===== src/rtl/parametrik_verici_decoder.sv =====
// parametrik_verici_decoder: parallel/serial Gray symbol decoder with optional symbol reversal
module parametrik_verici_decoder #(
    parameter int N = 12,
    parameter int K = 3
) (
    input  logic         clk,
    input  logic         rst,
    input  logic         basla,
    input  logic         mod1,
    input  logic         mod2,
    input  logic         ters,
    input  logic [N-1:0] gelen_veri,
    output logic [N-1:0] cikan_veri,
    output logic         cikan_gecerli,
    output logic         bitti,
    output logic         mesgul,
    output logic         hata
);
    localparam int S = N / K;
    localparam int CW = $clog2(S + 1);
    localparam logic [CW-1:0] SL = CW'(S);
    localparam logic [CW-1:0] SM = CW'(S - 1);

    typedef enum logic [2:0] {IDLE, LOAD, DECODE, OUT, DONE} state_t;

    state_t state, state_n;
    logic m1, m2, tr, m1_n, m2_n, tr_n;
    logic [N-1:0] data, data_n, veri_n, res;
    logic [CW-1:0] cnt, cnt_n;
    logic gec_n, bitti_n, hata_n;
    logic [K-1:0] cur_sym, first_sym;

    function automatic logic [N-1:0] decode(input logic [N-1:0] d, input logic r);
        logic [N-1:0] o;
        logic [K-1:0] g, b;
        o = '0;
        for (int i = 0; i < S; i++) begin
            g = K'(d >> (K * (r ? i : S - 1 - i)));
            b[K-1] = g[K-1];
            for (int j = K - 2; j >= 0; j--) b[j] = b[j+1] ^ g[j];
            o = (o << K) | N'(b);
        end
        return o;
    endfunction

    assign res = decode(data, tr);
    assign first_sym = K'(res >> (K * (S - 1)));
    assign cur_sym = K'(res >> (K * (S - 1 - int'(cnt))));
    assign mesgul = state inside {LOAD, DECODE, OUT};

    always_comb begin
        state_n = state;
        m1_n = m1;
        m2_n = m2;
        tr_n = tr;
        data_n = data;
        cnt_n = cnt;
        veri_n = cikan_veri;
        gec_n = cikan_gecerli;
        bitti_n = bitti;
        hata_n = hata;
        case (state)
            IDLE, DONE: begin
                gec_n = 1'b0;
                if (basla) begin
                    m1_n = mod1;
                    m2_n = mod2;
                    tr_n = ters;
                    bitti_n = 1'b0;
                    hata_n = 1'b0;
                    cnt_n = CW'(1);
                    data_n = mod1 ? N'(gelen_veri[K-1:0]) : gelen_veri;
                    state_n = (mod1 && S > 1) ? LOAD : DECODE;
                end
            end
            LOAD: begin
                if (basla) begin
                    data_n = (data << K) | N'(gelen_veri[K-1:0]);
                    cnt_n = cnt + CW'(1);
                    state_n = (cnt == SM) ? DECODE : LOAD;
                end else begin
                    hata_n = 1'b1;
                    state_n = IDLE;
                end
            end
            DECODE: begin
                veri_n = m2 ? N'(first_sym) : res;
                gec_n = m2;
                bitti_n = m2 ? (S == 1) : 1'b1;
                cnt_n = CW'(1);
                state_n = m2 ? OUT : DONE;
            end
            OUT: begin
                // cnt == S means the last symbol already went out on the previous edge
                if (cnt == SL) begin
                    gec_n = 1'b0;
                    state_n = DONE;
                end else begin
                    veri_n = N'(cur_sym);
                    bitti_n = (cnt == SM);
                    cnt_n = cnt + CW'(1);
                end
            end
            default: state_n = IDLE;
        endcase
    end

    always_ff @(posedge clk) begin
        if (!rst) begin
            state <= IDLE;
            m1 <= 1'b0;
            m2 <= 1'b0;
            tr <= 1'b0;
            data <= '0;
            cnt <= '0;
            cikan_veri <= '0;
            cikan_gecerli <= 1'b0;
            bitti <= 1'b0;
            hata <= 1'b0;
        end else begin
            state <= state_n;
            m1 <= m1_n;
            m2 <= m2_n;
            tr <= tr_n;
            data <= data_n;
            cnt <= cnt_n;
            cikan_veri <= veri_n;
            cikan_gecerli <= gec_n;
            bitti <= bitti_n;
            hata <= hata_n;
        end
    end
endmodule


===== config.mk =====
export PLATFORM = sky130hd
export DESIGN_NAME = parametrik_verici_decoder
export DESIGN_NICKNAME = d
export VERILOG_FILES = /design/src/rtl/parametrik_verici_decoder.sv
export SDC_FILE = /design/constraint.sdc
export NUM_CORES = 1
export LEC_CHECK = 0
export CAP_MARGIN = 10
export CORE_UTILIZATION = 31
export DETAILED_ROUTE_END_ITERATION = 10
export RECOVER_POWER = 25
export SLEW_MARGIN = 15
export SYNTH_ARGS = -nofsm -noshare
export SYNTH_HDL_FRONTEND = slang
export SYNTH_SLANG_ARGS = --single-unit

===== constraint.sdc =====
create_clock -name clk -period 2.6 [get_ports clk]
set_clock_uncertainty 0.05 [all_clocks]
set_input_delay 0.52 -clock clk [delete_from_list [all_inputs] [get_ports clk]]
set_output_delay 0.52 -clock clk [all_outputs]
set_load 0.01 [all_outputs]

==> qor.csv, run 1 <==
stage,metric,value,unit
outcome,run status,finished clean,
clock_network,clock transition at the registers of the reported paths,0.08,ns
pwr,pwr/cell area,488.7,nW/um^2
timing,Max Slew Vio Count,0,
global_route,largest net degree at the start of global routing,36,
placement,post-DP HPWL,5.163,mm
critical_path,r2r startpoint,cnt[1],
cells_and_area,Diodes inserted,0,
clock_network,CTS tree,yes,
clock_network,root buffer cell,clkbuf_8,
placement,gpl congestion,0.8781,
cells_and_area,Fillers,833,
critical_path,"critical path fanouts, max",8,
global_route,GRT Residual Overflow,0,
pwr,VDD IR max,326.8,uV
logic_synthesis,Synth Net Count,348,
clock_network,post-CTS setup buffers,0,
die,core area,8217,um^2
detailed_routing,Vias,2447,
cells_and_area,Syn-to-layout area delta,20.18,%
clock_network,H-tree levels,2,
die,row count,33,
timing,final setup TNS,0,ns
logic_synthesis,Post-Syn Area,2623,um^2
clock_network,Num CTS Buffers,5,
critical_path,critical path data arrival time,2.53,ns
cells_and_area,Finished Core Util,0.3836,
critical_path,Reg2Reg Depth,8,
detailed_routing,drt pass-1 iters,4,
logic_synthesis,Synth Warn #,0,
clock_network,Max Root-Sink Buffers,2,
logic_synthesis,Synth top area share,0.2672,
placement,port buffer count,33,
clock_network,CTS hold repair buffers,0,
detailed_routing,drt first-iter violations,145,
logic_synthesis,ys async rst share,0,
timing,"Period Utilization, post-route",0.9204,
logic_synthesis,number of flops mapped to enable cells by yosys,0,
logic_synthesis,Unique masters post-synth,65,
die,height of the die,93.98,um
logic_synthesis,Mapped Avg Cell Area,8.170,um^2
timing,Peak Freq,417.9,MHz
detailed_routing,Post-Route WL,7.307,mm
timing,Rel. slew slack,0.5554,
global_route,first-pass GRT wire length,11.96,mm
logic_synthesis,most area-hungry cell type in the Yosys netlist,dfxtp_1,
detailed_routing,DRC violations left,0,
critical_path,CP startpoint,cnt[1],
die,Initial Util,0.3192,
job,# Max-Cap Violations,0,
clock_network,CTS resizes,0,
detailed_routing,Routed WL per cell,16.20,um
logic_synthesis,Area contributors post-synth,"dfxtp_1 (27%), mux2i_1 (5.0%), nor2_1 (4.6%)",
logic_synthesis,register area share after synthesis,0.2672,
timing,worst slew pin tran,0.6668,ns
detailed_routing,Via-to-Cell Ratio,5.426,
timing,Period minus WS final,2.393,ns
critical_path,r2r setup slk,0.21,ns
global_route,vias in the first global route,2307,
timing,final hold slack,0.4229,ns
critical_path,worst setup path end,cikan_veri[1],
logic_synthesis,Syn Inst Count,321,
critical_path,Worst Setup Start Kind,flop,
logic_synthesis,most common cell in the synthesized netlist,dfxtp_1,
critical_path,Crit path required time,2.74,ns
die,IO Count,34,
worst_hold_path,Min-Delay Path Class,flop to flop,
global_route,Overall Global Routing Usage,0.1750,
timing,Final Hold Viols,0,
global_route,initial antenna violation count,0,
die,die area,8831,um^2
pwr,leakage,1.167,nW
critical_path,WS Path Type,flop to flop,
die,Die X-Extent,93.98,um
logic_synthesis,#FFs+latches synth,35,
detailed_routing,Detail Route Antenna Nets,0,
critical_path,reg-to-reg endpoint,cikan_veri[1],
logic_synthesis,top_reg_cell synth,dfxtp_1,
cells_and_area,fin nets,372,
timing,"Setup violations, final",0,
logic_synthesis,Commonest cells post-synth,"dfxtp_1 (35), nor2_1 (32), nand2_1 (26), nor3_1 (18), a21oi_1 (16)",
timing,RSZ-0062 raised after global routing,false,
cells_and_area,share of layout cells above drive strength 1,0.1040,
critical_path,crit end category,flop,
clock_network,CTS sink cnt,35,
clock_network,Clock Latency Late Sink,0.29,ns
[layer usage]
metal	wire length [um]	track usage	vias up
li1	-	-	1216
met4	164	0.06538	0
met1	3519	0.2388	1168
met3	269	0.02346	11
met2	3353	0.2792	52
met5	0	0	-
[where the power goes]
| group | internal, mW | switching [mW] | leakage (nW) |
|---|---|---|---|
| clock network | 0.242 | 0.206 | 0.0515 |
| logic | 0.226 | 0.247 | 0.829 |
| registers | 0.566 | 0.0523 | 0.286 |
[through the flow]
| step | area [um^2] | setup slack (ns) | std cells | power, mW |
|---|---|---|---|---|
| 6_report | 3152 | 0.2070 | 451 | 1.540 |
| 3_5_place_dp | 3038 | 0.1833 | 443 | 1.093 |
| 2_1_floorplan | 2623 | 0.1193 | 321 | 0.9520 |
| 5_1_grt | 3152 | 0.03858 | 451 | 1.627 |
| 3_3_place_gp | 3038 | 0.2563 | 443 | 1.091 |
| 4_1_cts | 3138 | 0.1475 | 451 | 1.548 |
[worst min path at each step]
stage / slack [ns] / cells after the start / end / from
floorplan: 0.43 / 2 / cnt[1] / cnt[1]
global placement: 0.41 / 2 / hata / hata
detailed placement: 0.42 / 2 / hata / hata
CTS: 0.43 / 2 / hata / hata
global route: 0.46 / 2 / hata / hata
finish: 0.42 / 2 / hata / hata
[registers in the layout (all words and copies together) (netlist names), 3 cells and up]
register,cells
cikan_veri,12
cnt,3
data,12
state,3
[worst max-delay path: stages, from the launching register on]
cell	delay (ns)
dfxtp_1	0.35
inv_1	0.12
ha_4	0.21
fa_1	0.64
nand2_1	0.12
a311oi_1	0.22
a21oi_1	0.11
o311a_1	0.14
o41ai_1	0.33
[cells by family (layout without fill, tap and decap cells)]
kind of cell    Yosys count  count (layout)  share of synthesized area
simple gates            128             128                     0.2462
fa+ha+maj                 9               9                    0.04580
compound gates           81              81                     0.2257
flops                    35              35                     0.2672
mux                      20              20                    0.08110
xor+xnor                 10              10                    0.06107
buf+inv                  38              63                    0.07299
[layout by cell type, fill, tap and decap left out, drive strengths merged, types with 9 or more instances in the layout]
cell,n
clkdlybuf4s50,27
clkbuf,9
mux2i,13
a21oi,16
nor2b,9
nor3b,10
nand3,11
nor2,32
nand2,26
buf,12
a211oi,13
dfxtp,35
nor3,18
[layout make-up]
type	instances	area, um^2	area share
clock buffers	8	100.1	0.03176
inverters	9	35.03	0.01112
multi-input cells	248	1747	0.5542
flip-flops and latches	35	700.7	0.2223
well taps	105	131.4	0.04168
repair buffers	46	437.9	0.1389
No activity file was read; power rests on OpenSTA's default activity.
==> inputs of run 2 (changes only) <==
--- a/config.mk
+++ b/config.mk
@@ -8,6 +8,7 @@
 export CAP_MARGIN = 10
 export CORE_UTILIZATION = 31
 export DETAILED_ROUTE_END_ITERATION = 10
+export GPL_ROUTABILITY_DRIVEN = 0
 export RECOVER_POWER = 25
 export SLEW_MARGIN = 15
 export SYNTH_ARGS = -nofsm -noshare
==> run 2 against run 1 <==
Effect of this change:
- sequential power is essentially flat
- power shrank 2.9%
- critical path depth grew 3
- highest routed layer unchanged
==> qor.csv, run 2 (synthesis results as in run 1) <==
stage,metric,value,unit,change
critical_path,reg-to-reg endpoint,cikan_veri[1],,
cells_and_area,Fillers,827,,-0.72%
clock_network,CTS hold repair buffers,0,,unchanged
pwr,pwr/cell area,478.3,nW/um^2,-2.1%
detailed_routing,drt pass-1 iters,6,,+2
clock_network,clock transition at the registers of the reported paths,0.07,ns,about the same
cells_and_area,fin nets,372,,unchanged
cells_and_area,share of layout cells above drive strength 1,0.1043,,+0.0003016
pwr,Int Power,0.9980,mW,-3.6%
pwr,clock share of power,0.277,,-0.014
detailed_routing,Routed WL per cell,15.42,um,-4.8%
pwr,switching power,0.4980,mW,-1.4%
clock_network,Clock Latency Late Sink,0.29,ns,about the same
global_route,largest net degree at the start of global routing,36,,unchanged
timing,"Setup violations, final",0,,unchanged
critical_path,"CP delay by family, top",adder cells,,
critical_path,Worst Setup Start Kind,flop,,
pwr,Comb pwr share,0.310,,+0.003
timing,Final Hold Viols,0,,unchanged
timing,final hold slack,0.4262,ns,+0.003316 ns
critical_path,r2r startpoint,cnt[1],,
clock_network,H-tree levels,2,,unchanged
timing,RSZ-0062 raised after global routing,false,,
critical_path,Crit path largest cell delay,0.33,ns,-0.31 ns
pwr,leakage,1.165,nW,-0.16%
critical_path,CP most frequent cell,ha_1,,
critical_path,Worst path slowest cell,dfxtp_1,,
worst_hold_path,Min-Delay Path Class,flop to flop,,
critical_path,Crit path required time,2.73,ns,about the same
detailed_routing,Post-Route WL,6.939,mm,-5.0%
global_route,vias in the first global route,2297,,-0.43%
worst_hold_path,Hold Path End,hata,,
clock_network,post-CTS setup buffers,0,,unchanged
critical_path,CP startpoint,cnt[1],,
timing,Peak Freq,421.3,MHz,+0.82%
cells_and_area,"most common cell after layout, fill and taps aside",dfxtp_1,,
detailed_routing,Vias,2440,,-0.29%
die,row count,33,,unchanged
die,core area,8217,um^2,unchanged
global_route,GRT Residual Overflow,0,,unchanged
cells_and_area,largest registers,"cikan_veri: 12 flops, data: 12 flops",,
global_route,Overall Global Routing Usage,0.1675,,-0.007507
global_route,first-pass GRT wire length,11.55,mm,-3.5%
detailed_routing,Detail Route Antenna Nets,0,,unchanged
die,height of the die,93.98,um,unchanged
placement,post-DP HPWL,5.030,mm,-2.6%
critical_path,critical path data arrival time,2.51,ns,-0.02 ns
detailed_routing,DRC violations left,0,,unchanged
die,Die X-Extent,93.98,um,unchanged
clock_network,CTS tree,yes,,
pwr,Sequential Power Share,0.413,,+0.011
critical_path,Reg2Reg Depth,11,,+3
cells_and_area,Syn-to-layout area delta,19.27,%,
clock_network,Num CTS Buffers,5,,unchanged
die,IO Count,34,,unchanged
die,Initial Util,0.3192,,unchanged
job,# Max-Cap Violations,0,,unchanged
cells_and_area,Diodes inserted,0,,unchanged
placement,port buffer count,33,,unchanged
critical_path,"critical path fanouts, max",6,,-2
timing,"Period Utilization, post-route",0.9129,,-0.007513
timing,worst slew pin tran,0.7190,ns,+0.05213 ns
clock_network,Max Root-Sink Buffers,2,,unchanged
outcome,run status,finished clean,,
die,die area,8831,um^2,unchanged
timing,Period minus WS final,2.373,ns,-0.01953 ns
clock_network,root buffer cell,clkbuf_8,,
worst_hold_path,Hold Crit Start,hata,,
timing,Rel. slew slack,0.5207,,-0.03475
pwr,switch share,0.3329,,+0.004779
clock_network,CTS sink cnt,35,,unchanged
cells_and_area,Storage cell area,700.7,um^2,unchanged
critical_path,cells along the critical path,inv_1 -> ha_2 -> ha_1 -> ha_1 -> inv_1 -> ha_1 -> a21oi_1 -> inv_2 -> nor3_1 -> o22ai_1 -> o41ai_1,,
clock_network,CTS resizes,0,,unchanged
worst_hold_path,Hold Path Cell Cnt,2,,unchanged
pwr,VDD IR max,295.5,uV,-9.6%
critical_path,WS Path Type,flop to flop,,
cells_and_area,footprint of the multi-input gates,1735,um^2,-0.65%
timing,Max Slew Vio Count,0,,unchanged
global_route,initial antenna violation count,0,,unchanged
cells_and_area,most frequent cells in the layout,"dfxtp_1 (35), nor2_1 (32), nand2_1 (26), clkdlybuf4s50_1 (25), nor3_1 (18)",,
detailed_routing,drt first-iter violations,152,,+4.8%
critical_path,CP bufs+invs,3,,+2
critical_path,crit end category,flop,,
timing,final setup TNS,0,ns,unchanged
detailed_routing,Via-to-Cell Ratio,5.422,,about the same
critical_path,r2r setup slk,0.23,ns,+0.02 ns
[run 2: cell types whose count changed in the layout (fill, tap and decap cells not counted), sizes merged]
cell,change
clkbuf,-2
dlygate4sd3,+2
clkinv,+1
clkdlybuf4s50,-2
[run 2: worst max path at each step]
stage | depth (start not counted) | to | slack [ns]
2_1_floorplan | 12 | cikan_veri[2] | 0.12
3_3_place_gp | 8 | cikan_veri[1] | 0.28
3_5_place_dp | 8 | cikan_veri[1] | 0.13
4_1_cts | 8 | cikan_veri[1] | 0.13
5_1_grt | 11 | cikan_veri[1] | 0.04
6_report | 11 | cikan_veri[1] | 0.23
[run 2: final cells by class]
type | instances | share of cell area
timing repair buffer | 46 | 0.1400
clock inverter | 1 | 0.001600
clock buffer | 6 | 0.02640
tap | 105 | 0.04200
sequential | 35 | 0.2240
multi-input combinational | 248 | 0.5548
inverter | 9 | 0.01120
[run 2: tightest hold or removal path, delay by kind of cell, from the launching register on]
kind | cells | cell delay, ns
AO/OA/AOI/OAI | 1 | 0.06
flip-flops | 1 | 0.32
AND/OR/NAND/NOR | 1 | 0.05
[run 2: routing by layer]
metal / vias up / global-route usage / part of all wire
met2: 46 / 0.2658 / 0.46
li1: 1219 / - / -
met4: 0 / 0.07308 / 0.023
met5: - / 0 / 0
met1: 1160 / 0.2260 / 0.48
met3: 15 / 0.02184 / 0.042
[run 2: metrics by stage]
stage	total power [mW]	setup slack [ns]	cell area [um^2]	cells	util
floorplan	0.9520	0.1193	2623	321	-
global placement	1.088	0.2809	3038	443	0.3697
detailed placement	1.090	0.1284	3038	443	0.3697
CTS	1.505	0.1338	3126	450	0.3804
global route	1.579	0.03547	3128	450	0.3807
finish	1.496	0.2266	3128	450	0.3807
[run 2: power by group through the flow]
| stage | clock, mW | sequential [mW] | combinational, mW |
|---|---|---|---|
| finish | 0.414 | 0.618 | 0.463 |
| global route | 0.443 | 0.624 | 0.512 |
| CTS | 0.424 | 0.618 | 0.463 |
| detailed placement | 0 | 0.630 | 0.460 |
| global placement | 0 | 0.629 | 0.459 |
| floorplan | 0 | 0.598 | 0.354 |
==> inputs of run 3 (changes only) <==
--- a/config.mk
+++ b/config.mk
@@ -8,6 +8,7 @@
 export CAP_MARGIN = 10
 export CORE_UTILIZATION = 31
 export DETAILED_ROUTE_END_ITERATION = 10
+export DONT_BUFFER_PORTS = 1
 export GPL_ROUTABILITY_DRIVEN = 0
 export RECOVER_POWER = 25
 export SLEW_MARGIN = 15
==> run 3 against run 2 <==
Effect of this change:
- clock-buffer cell count is 1 lower
- first-iteration DRC count rose by 11%
- setup slack got worse by 0.054 ns
- power is 9.7% higher
- critical path depth down 3
- flip-flop and latch count stayed put
- largest cell class unchanged
- non-clock buffer count is 31 lower
- sequential power barely moved
- cell count down 6.7%
==> qor.csv, run 3 (synthesis results as in run 1) <==
stage,metric,value,unit,change
cells_and_area,Final Instance Area,2861,um^2,-8.5%
placement,port buffer count,0,,-100%
pwr,VDD IR max,351.3,uV,+19%
critical_path,"critical path fanouts, max",7,,+1
clock_network,H-tree levels,2,,unchanged
die,IO Count,34,,unchanged
worst_hold_path,Hold Path Cell Cnt,2,,unchanged
detailed_routing,drt first-iter violations,168,,+11%
critical_path,reg-to-reg endpoint,cikan_veri[1],,
detailed_routing,Routed WL per cell,16.20,um,+5.1%
clock_network,Num CTS Buffers,5,,unchanged
timing,"Setup violations, final",0,,unchanged
pwr,pwr/cell area,573.4,nW/um^2,+20%
placement,post-DP HPWL,4.883,mm,-2.9%
cells_and_area,"most common cell after layout, fill and taps aside",dfxtp_1,,
critical_path,Crit path required time,2.75,ns,+0.02 ns
global_route,GRT Residual Overflow,0,,unchanged
timing,final setup TNS,0,ns,unchanged
cells_and_area,share of layout cells above drive strength 1,0.1206,,+0.01629
clock_network,clock transition at the registers of the reported paths,0.08,ns,about the same
timing,final hold slack,0.2868,ns,-0.1394 ns
cells_and_area,Fillers,839,,+1.5%
worst_hold_path,Hold Crit Start,rst,,
critical_path,critical path data arrival time,2.58,ns,+0.07 ns
global_route,initial antenna violation count,0,,unchanged
die,height of the die,93.98,um,unchanged
clock_network,Max Root-Sink Buffers,2,,unchanged
cells_and_area,most frequent cells in the layout,"dfxtp_1 (35), nor2_1 (32), nand2_1 (26), nor3_1 (18), a21oi_1 (16)",,
timing,Rel. slew slack,0.5479,,+0.02720
die,Die X-Extent,93.98,um,unchanged
critical_path,WS Path Type,flop to flop,,
outcome,run status,finished clean,,
worst_hold_path,Hold Path End,cikan_veri[1],,
critical_path,r2r startpoint,cnt[1],,
timing,worst slew pin tran,0.6782,ns,-0.04080 ns
clock_network,CTS tree,yes,,
critical_path,CP startpoint,cnt[1],,
detailed_routing,DRC violations left,0,,unchanged
die,row count,33,,unchanged
global_route,Overall Global Routing Usage,0.1645,,-0.003025
cells_and_area,largest registers,"cikan_veri: 12 flops, data: 12 flops",,
timing,Final Hold Viols,0,,unchanged
die,die area,8831,um^2,unchanged
global_route,first-pass GRT wire length,11.27,mm,-2.5%
job,# Max-Cap Violations,0,,unchanged
clock_network,CTS sink cnt,35,,unchanged
critical_path,Reg2Reg Depth,8,,-3
timing,Peak Freq,411.9,MHz,-2.2%
timing,Max Slew Vio Count,0,,unchanged
critical_path,crit end category,flop,,
timing,"Period Utilization, post-route",0.9337,,+0.02084
worst_hold_path,Min-Delay Path Class,input pin to flop,,
die,core area,8217,um^2,unchanged
die,Initial Util,0.3192,,unchanged
clock_network,Clock Latency Late Sink,0.29,ns,about the same
cells_and_area,Syn-to-layout area delta,9.112,%,
detailed_routing,Vias,2327,,-4.6%
global_route,vias in the first global route,2249,,-2.1%
detailed_routing,Via-to-Cell Ratio,5.540,,+2.2%
placement,area post-placement,2723,um^2,-10%
timing,Period minus WS final,2.428,ns,+0.05418 ns
detailed_routing,Post-Route WL,6.805,mm,-1.9%
critical_path,r2r setup slk,0.17,ns,-0.05 ns
critical_path,Worst Setup Start Kind,flop,,
clock_network,post-CTS setup buffers,0,,unchanged
timing,worst setup margin,0.1724,ns,-0.05418 ns
detailed_routing,drt pass-1 iters,4,,-2
pwr,leakage,1.049,nW,-10%
timing,RSZ-0062 raised after global routing,false,,
cells_and_area,fin nets,341,,-8.3%
cells_and_area,Diodes inserted,0,,unchanged
global_route,largest net degree at the start of global routing,36,,unchanged
placement,Placement Setup Slack,0.1700,ns,+0.04162 ns
detailed_routing,Detail Route Antenna Nets,0,,unchanged
clock_network,root buffer cell,clkbuf_8,,
[run 3: cell type report]
class,instances,area (um^2),share of cell area
tap,105,131.4,0.04591
clock buffer,5,68.82,0.02405
sequential,35,700.7,0.2449
timing repair buffer,15,125.1,0.04373
inverter,9,35.03,0.01224
clock inverter,3,67.56,0.02361
multi-input combinational,248,1733,0.6056
[run 3: how the worst max path moves through the flow]
stage / depth (start not counted) / endpoint
floorplan: 12 / cikan_veri[2]
global placement: 8 / cikan_veri[1]
detailed placement: 8 / cikan_veri[1]
CTS: 8 / cikan_veri[1]
global route: 11 / cikan_veri[1]
finish: 8 / cikan_veri[1]
[run 3: per-layer routing]
| layer | global-route usage | up-vias | share of wire |
|---|---|---|---|
| met1 | 0.2108 | 1091 | 0.46 |
| li1 | - | 1156 | - |
| met3 | 0.02832 | 18 | 0.051 |
| met2 | 0.2609 | 62 | 0.45 |
| met5 | 0 | - | 0 |
| met4 | 0.08974 | 0 | 0.038 |
[run 3: repair_timing]
action                                  in CTS  in global routing
gates resized for setup                      0                  1
endpoints found under the setup margin       0                  2
hold buffers                                 0                  0
[run 3: worst max-delay path: stages (launching register included)]
cell and delay [ns]:
dfxtp_1 0.35, inv_1 0.11, ha_2 0.23, fa_1 0.63, nand2_1 0.14, a311oi_1 0.23, a21oi_1 0.11, o311a_1 0.14
o41ai_1 0.33
[run 3: report_power, final]
part	leakage [nW]	internal (mW)	switching [mW]
logic	0.698	0.189	0.235
registers	0.286	0.566	0.0502
clock network	0.0644	0.383	0.219
total	1.05	1.14	0.503
[run 3: per-stage QoR]
| stage | power [mW] | utilization | instances |
|---|---|---|---|
| 2_1_floorplan | 0.9520 | - | 321 |
| 3_3_place_gp | 1.043 | 0.3314 | 412 |
| 3_5_place_dp | 1.045 | 0.3314 | 412 |
| 4_1_cts | 1.651 | 0.3480 | 420 |
| 5_1_grt | 1.721 | 0.3483 | 420 |
| 6_report | 1.641 | 0.3483 | 420 |
